==> src/rtl/control_unit.sv <==
// Hardwired Moore sequencer for the Mini-SRC datapath: fetch (T0-T2) plus
// per-class execute steps, with stop/halt/illegal-opcode handling.
module control_unit #(
    parameter int              IR_WIDTH = 32,
    parameter int              OPW      = 5,
    parameter logic [OPW-1:0]  NOP_OPC  = 5'b11000,
    parameter logic [OPW-1:0]  HALT_OPC = 5'b11001
) (
    input  logic                Clock,
    input  logic                Clear,
    input  logic [IR_WIDTH-1:0] IR,
    input  logic                Stop,
    output logic                PCout,
    output logic                MARin,
    output logic                IncPC,
    output logic                PCin,
    output logic                Read,
    output logic                MDRin,
    output logic                MDRout,
    output logic                IRin,
    output logic                Yin,
    output logic                ZLowin,
    output logic                ZHighin,
    output logic                ZLowout,
    output logic                ZHighout,
    output logic                HIin,
    output logic                LOin,
    output logic                Cout,
    output logic                Gra,
    output logic                Grb,
    output logic                Grc,
    output logic                Rin,
    output logic                Rout,
    output logic [OPW-1:0]      OP,
    output logic                Run,
    output logic                Illegal
);

    typedef enum logic [3:0] {
        RESET, IDLE, T0, T1, T2, T3, T4, T5, T6, HALT
    } state_t;

    state_t state, state_nxt, boundary;

    logic [OPW-1:0] opc;
    logic           is_r, is_i, is_md, is_u, is_nop, is_halt, is_ill;
    logic           unused_ir;

    assign opc       = IR[IR_WIDTH-1 -: OPW];
    assign unused_ir = ^IR[IR_WIDTH-OPW-1:0];

    always_comb begin
        is_r    = (opc >= 5'b00011) && (opc <= 5'b01011);
        is_i    = (opc >= 5'b01100) && (opc <= 5'b01110);
        is_md   = (opc == 5'b01111) || (opc == 5'b10000);
        is_u    = (opc == 5'b10001) || (opc == 5'b10010);
        is_nop  = (opc == NOP_OPC);
        is_halt = (opc == HALT_OPC);
        is_ill  = !(is_r || is_i || is_md || is_u || is_nop || is_halt);
    end

    always_ff @(posedge Clock or posedge Clear) begin
        if (Clear) state <= RESET;
        else       state <= state_nxt;
    end

    // Every instruction boundary honours Stop by parking in IDLE.
    assign boundary = Stop ? IDLE : T0;

    always_comb begin
        state_nxt = state;
        case (state)
            RESET:   state_nxt = boundary;
            IDLE:    state_nxt = Stop ? IDLE : T0;
            T0:      state_nxt = T1;
            T1:      state_nxt = T2;
            T2:      state_nxt = is_nop ? boundary : (is_halt ? HALT : T3);
            T3:      state_nxt = is_ill ? boundary : T4;
            T4:      state_nxt = is_u ? boundary : T5;
            T5:      state_nxt = is_md ? T6 : boundary;
            T6:      state_nxt = boundary;
            HALT:    state_nxt = HALT;
            default: state_nxt = RESET;
        endcase
    end

    always_comb begin
        PCout = 1'b0; MARin = 1'b0; IncPC = 1'b0; PCin = 1'b0;
        Read = 1'b0; MDRin = 1'b0; MDRout = 1'b0; IRin = 1'b0;
        Yin = 1'b0; ZLowin = 1'b0; ZHighin = 1'b0; ZLowout = 1'b0;
        ZHighout = 1'b0; HIin = 1'b0; LOin = 1'b0; Cout = 1'b0;
        Gra = 1'b0; Grb = 1'b0; Grc = 1'b0; Rin = 1'b0; Rout = 1'b0;
        OP = '0; Run = 1'b0; Illegal = 1'b0;
        case (state)
            T0: begin
                Run = 1'b1; PCout = 1'b1; MARin = 1'b1; IncPC = 1'b1; ZLowin = 1'b1;
            end
            T1: begin
                Run = 1'b1; ZLowout = 1'b1; PCin = 1'b1; Read = 1'b1; MDRin = 1'b1;
            end
            T2: begin
                Run = 1'b1; MDRout = 1'b1; IRin = 1'b1;
            end
            T3: begin
                Run = 1'b1;
                if (is_r || is_i) begin
                    Grb = 1'b1; Rout = 1'b1; Yin = 1'b1;
                end else if (is_md) begin
                    Gra = 1'b1; Rout = 1'b1; Yin = 1'b1;
                end else if (is_u) begin
                    Grb = 1'b1; Rout = 1'b1; ZLowin = 1'b1; OP = opc;
                end else if (is_ill) begin
                    Illegal = 1'b1;
                end
            end
            T4: begin
                Run = 1'b1;
                if (is_r) begin
                    Grc = 1'b1; Rout = 1'b1; ZLowin = 1'b1; OP = opc;
                end else if (is_i) begin
                    // Immediate forms reuse the register-form ALU op codes.
                    Cout = 1'b1; ZLowin = 1'b1;
                    case (opc)
                        5'b01100: OP = 5'b00011;
                        5'b01101: OP = 5'b00101;
                        default:  OP = 5'b00110;
                    endcase
                end else if (is_md) begin
                    Grb = 1'b1; Rout = 1'b1; ZLowin = 1'b1; ZHighin = 1'b1; OP = opc;
                end else if (is_u) begin
                    ZLowout = 1'b1; Gra = 1'b1; Rin = 1'b1;
                end
            end
            T5: begin
                Run = 1'b1;
                if (is_md) begin
                    ZLowout = 1'b1; LOin = 1'b1;
                end else if (is_r || is_i) begin
                    ZLowout = 1'b1; Gra = 1'b1; Rin = 1'b1;
                end
            end
            T6: begin
                Run = 1'b1;
                if (is_md) begin
                    ZHighout = 1'b1; HIin = 1'b1;
                end
            end
            default: ;
        endcase
    end

endmodule

==> config.mk <==
export PLATFORM = sky130hd
export DESIGN_NAME = control_unit
export DESIGN_NICKNAME = d
export VERILOG_FILES = /design/src/rtl/control_unit.sv
export SDC_FILE = /design/constraint.sdc
export NUM_CORES = 1
export LEC_CHECK = 0
export ABC_AREA = 1
export BUFFER_PORTS_ARGS = -buffer_cell sky130_fd_sc_hd__buf_2
export CAP_MARGIN = 20
export CORE_UTILIZATION = 37
export DETAILED_ROUTE_END_ITERATION = 12
export GPL_TIMING_DRIVEN = 0
export PLACE_DENSITY = 0.8
export SLEW_MARGIN = 25
export SYNTH_ARGS = -nofsm -noshare
export SYNTH_HDL_FRONTEND = slang
export SYNTH_SLANG_ARGS = --single-unit
==> constraint.sdc <==
create_clock -name Clock -period 1.4 [get_ports Clock]
set_input_delay 0 -clock Clock [delete_from_list [all_inputs] [get_ports Clock]]
set_output_delay 0 -clock Clock [all_outputs]
set_load 0.005 [all_outputs]
# --- Yosys cells after proc, flatten, opt, wreduce, memory -nomap -nowiden ---
# Cells that the tools add are included.
word_totals:
  reg_bits: 4
  latch_bits: 0
  ram_bits: 0
  rom_bits: 0
  inputBits: 35
  out_inout_bits: 28
  memories: 0
classes:
  n_addsub: 0
  multipliers: 0
  div_mod_pow: 0
  magnitude_cmp: 4
  n_eq_ne: 17
  shifts: 0
  mux: 58
  bitwise_logic: 0
  n_reduce_logical: 12
op_table:
  columns: ["operator", "n"]
  rows:
  - ["2-to-1 mux 1 bit", 37]
  - ["one-hot mux 4 bit (8 select lines)", 1]
  - ["2-to-1 mux 5 bit", 6]
  - ["== test 5 bit, second input constant", 5]
  - ["== test 4 x 3 -> 1 bit, second input constant", 4]
  - ["== test 5 x 4 -> 1 bit, second input constant", 3]
  - ["2-to-1 mux 4 bit", 3]
  - ["<= comparator 5 x 4 -> 1 bit, second input constant", 2]
  - ["one-hot mux 5 bit (2 select lines)", 1]
  - ["one-hot mux 1 bit (3 select lines)", 3]
  - ["== test 4 x 2 -> 1 bit, second input constant", 2]
  - ["== test 4 bit, second input constant", 2]
  - ["logical OR 1 bit", 7]
  - ["OR reduction 7 bit", 1]
  - ["2-to-1 mux 3 bit", 2]
  - ["one-hot mux 1 bit (2 select lines)", 3]
  - ["one-hot mux 3 bit (2 select lines)", 1]
  - [">= comparator 5 x 2 -> 1 bit, second input constant", 1]
  - [">= comparator 5 x 4 -> 1 bit, second input constant", 1]
  - ["== test 4 x 1 -> 1 bit, second input constant", 1]
  - ["logical NOT 4 bit", 1]
  - ["OR reduction 3 bit", 1]
  - ["logical AND 1 bit", 2]
  - ["2-to-1 mux 2 bit", 1]

# --- Logic depth before layout (Yosys ltp) ---
depth:
  ltp_word: 12
  depth_mapped: 10
  mapped_depth_nobuf: 10

# --- Worst setup path after synthesis ---
# OpenSTA, ideal clock, no wires.
synth_timing:
  kind: "register to register"
  startpoint: "register state[3]"
  endpoint: "register state[0]"
  setup_time_ps: 65
  t_arrival_ps: 1102
  t_required_ps: 1335
  slack_ps: 233
  stages_incl_launch_ff: 10
  path_buffers: 0
  period_less_slack_ps: 1167
  path_cell_list: "dfrtp_1 > inv_2 > nand2_2 > nor3_4 > nor2_1 > nand2_1 > nand2_1 > nand2_1 > inv_1 > nand2_1"
synth_between:
  elab_chain_len: 3
  word_cells_on_any_way: 12
synth_rtl:
  columns: ["element", "line_no", "source"]
  rows:
  - ["start, declared", "43", "state_t state, state_nxt, boundary;"]
  - ["start signal, assigned", "64", "else state <= state_nxt;"]
  - ["== test 4 bit, or another cell as far along", "72", "case (state)"]
  - ["OR reduction 3 bit (no source line)", null, null]
  - ["one-hot mux 4 bit (8 select lines) *", "72", null]
  - ["net state_nxt[0]", "43", null]
# The timed path passes the listed nets; every way through them passes the cells marked *.

# --- Final worst setup path ---
layout_timing:
  startpoint: "register state[3]"
  endpoint: "output port ZLowin"
layout_between:
  elab_chain_len: 2
  word_cells_on_any_way: 4
layout_rtl:
  columns: ["element", "line_no", "source"]
  rows:
  - ["== test 4 x 3 -> 1 bit or == test 4 x 2 -> 1 bit (tied branches)", "94", "case (state)"]
  - ["one-hot mux 1 bit (3 select lines) *", "94", null]
  - ["end, declared", "22", "output logic ZLowin,"]
# Every way passes the cells marked *; elsewhere a longest branch is shown, timed or not.

==> results.py <==
metrics = {
    "run_status": {
        "status": "finished with violations",
        "violations": "setup timing",
    },
    "placed_design": {
        "place_ws_ns": -0.0137,
        "place.gp.congestion": 0.902,
        "place_area_um2": 903,
        "dp_hpwl_um": 1630,
        "port-buffer-count": 35,
    },
    "clock_tree": {
        "cts_tree": "built",
        "ctsHtreeMaxLevel": 1,
        "path_clk_slew_ns": 0.04,
        "cts_buffers": 3,
        "cts_root_buf": "clkbuf_4",
        "worstSkewPairLatency_ns": 0.24,
        "cts.sinks": 4,
        "cts_max_path_buffers": 2,
    },
    "pwr": {
        "vdd_drop_max_uv": 1050,
        "seqPwrFrac": 0.159,
        "switching_share": 0.490,
        "switching_power_mw": 0.794,
        "pwr-share-clk": 0.095,
        "internal-power_mw": 0.825,
        "power_frac_comb": 0.745,
        "power_density_nw_per_um2": 1470,
        "leakagePower_nw": 0.709,
    },
    "route": {
        "num_vias": 1030,
        "drt-pass1-iter-count": 4,
        "drc": 0,
        "drt_iter0_markers": 55,
        "ant_nets": 0,
        "viasPerCell": 5.00,
        "routed_wl_um": 2400,
        "wl_per_cell_um": 11.7,
    },
    "synthesis": {
        "yosysSeqAreaShare": 0.144,
        "synth_top_area_share": 0.199,
        "synth_area_per_cell_um2": 5.32,
        "synth.area.top_cells": "nand2_1 20%, dfrtp_1 14%, inv_1 12%",
        "ys_types": 18,
        "ys_ff_latch": 4,
        "synth_top_area_cell": "nand2_1",
        "syn_inst": 131,
        "yosysWarnings": 0,
        "syn_area_um2": 697,
        "syn_nets": 166,
    },
    "worst_setup_path": {
        "r2r-start": "state[3]",
        "cp-end-kind": "output pin",
        "rrSetupSlack_ns": -0.07,
        "ff2ff_path_depth": 11,
        "worstReg2RegEnd": "state[0]",
        "critPathMostFrequentCell": "inv_2",
        "crit_chain": "inv_2 -> nand2_4 -> nor3_4 -> buf_4 -> inv_2 -> o211ai_1 -> buf_2",
        "crit_fanout": 5,
        "required_ns": 1.40,
        "cp_slowest_cell": "dfrtp_1",
        "worstPathArrival_ns": 1.59,
        "worstSetupPathType": "reg -> out",
        "cp_slowest_stage_delay_ns": 0.40,
        "endpoint": "ZLowin",
        "crit_start": "state[3]",
        "startpoint_type": "register",
    },
    "finish": {
        "final_cell_mix": "35 x buf_2, 32 x nand2_1, 18 x inv_1",
        "n_antenna_cell": 0,
        "fin_util": 0.630,
        "regMostFlops": "state",
        "fillers": 167,
        "area_growth_pct": 57.8,
        "largest_reg_flops": 4,
        "final_common_cell": "buf_2",
        "drive_above_1_share": 0.519,
        "register_area_um2": 104,
        "multi_input_area_um2": 526,
        "top_regs": "state x4",
        "final_area_um2": 1100,
        "nNetsFinal": 218,
    },
    "floorplanning": {
        "die_x_um": 45.4,
        "start_util": 0.399,
        "placementRows": 15,
        "design.core.area_um2": 1750,
        "fp.dieH_um": 45.4,
        "dieArea_um2": 2060,
        "ios": 63,
    },
    "sta": {
        "worst_hold_slack_ns": 0.0534,
        "hold_violations": 0,
        "setup_violations": 15,
        "fmax_mhz": 629,
        "final.setup.tns_ns": -1.16,
        "rsz0062_at_grt": "yes",
        "fin_crit_sh": 1.14,
        "fin_worst_skew_ns": 0.000682,
        "slew_headroom": 0.745,
        "worst_pin_slew_ns": 0.377,
        "min_period_ns": 1.59,
        "slew_violations": 0,
        "setup_ws_ns": -0.191,
    },
    "global_routing": {
        "overflow": 0,
        "grtUsageTotal": 0.227,
        "grt_max_degree": 7,
        "grt_pass1_wl_um": 3450,
        "antenna_found_initial": 0,
        "grt_pass1_vias": 830,
    },
    "job": {
        "drv_cap": 0,
    },
    "min_path": {
        "hold_path_class": "in -> reg",
    },
}
-- Yosys cell counts --
cell	n
inv_1	22
nand3_1	11
nor2_2	5
inv_2	4
nand2_1	37
nor3_1	1
nor2_1	17
nor3_4	1
nand2_2	6
o311ai_0	1
buf_4	6
o21ai_1	1
nand3_2	2
o21ai_0	6
dfrtp_1	4
a21oi_1	3
nand4_1	2
o211ai_1	2
-- cell type report --
type / instances / area share
plain buffers: 6 / 0.0410
well taps: 25 / 0.0284
inverters: 26 / 0.0910
clock buffers: 3 / 0.0205
multi-input cells: 95 / 0.478
repair buffers: 47 / 0.247
flip-flops and latches: 4 / 0.0944
-- critical path, delay by kind of cell, from the launching register on --
family / cells / cell delay (ns)
compound gates: 1 / 0.17
buf+inv: 4 / 0.45
flops: 1 / 0.40
simple gates: 2 / 0.32
-- layer usage --
metal	track usage	vias to the layer above	part of all wire
li1	-	498	-
met1	0.287	460	0.40
met2	0.371	60	0.48
met3	0.0357	12	0.079
met4	0.109	0	0.038
met5	0	-	0
-- cell families after synthesis --
family                 Yosys count  share of synthesized area
AOI/OAI and AO/OA               13                      0.106
and+or+nand+nor                 82                      0.546
buffers and inverters           32                      0.205
DFF                              4                      0.144
-- worst min-delay path by stage --
stage / start / end / slack, ns / depth (start not counted)
after floorplan: Clear / state[0] / -0.23 / 1
after global placement: Clear / state[2] / -0.13 / 2
after global routing: Stop / state[0] / 0.06 / 3
final: Stop / state[0] / 0.05 / 3
after detailed placement: Clear / state[1] / -0.12 / 2
after CTS: Stop / state[0] / 0.06 / 3
-- through the flow --
| stage | total power [mW] | std cells |
|---|---|---|
| 6_report | 1.62 | 206 |
| 5_1_grt | 1.73 | 206 |
| 4_1_cts | 1.38 | 200 |
| 3_5_place_dp | 1.09 | 191 |
| 3_3_place_gp | 1.06 | 191 |
| 2_1_floorplan | 0.803 | 131 |
-- power by group through the flow --
stage | combinational, mW | clock (mW) | sequential [mW]
final | 1.21 | 0.154 | 0.258
after global routing | 1.30 | 0.166 | 0.262
after CTS | 0.986 | 0.148 | 0.245
after detailed placement | 0.864 | 0 | 0.229
after global placement | 0.839 | 0 | 0.225
after floorplan | 0.587 | 0 | 0.216
-- repair_timing --
action / in CTS / in global routing
endpoints found under the setup margin: 14 / 28
hold buffers: 1 / 0
hold endpoints to repair: 4 / 0
setup buffers: 5 / 6
gates resized for setup: 15 / 15
pin swaps: 2 / 7
Power figures use the tool's default switching activity.
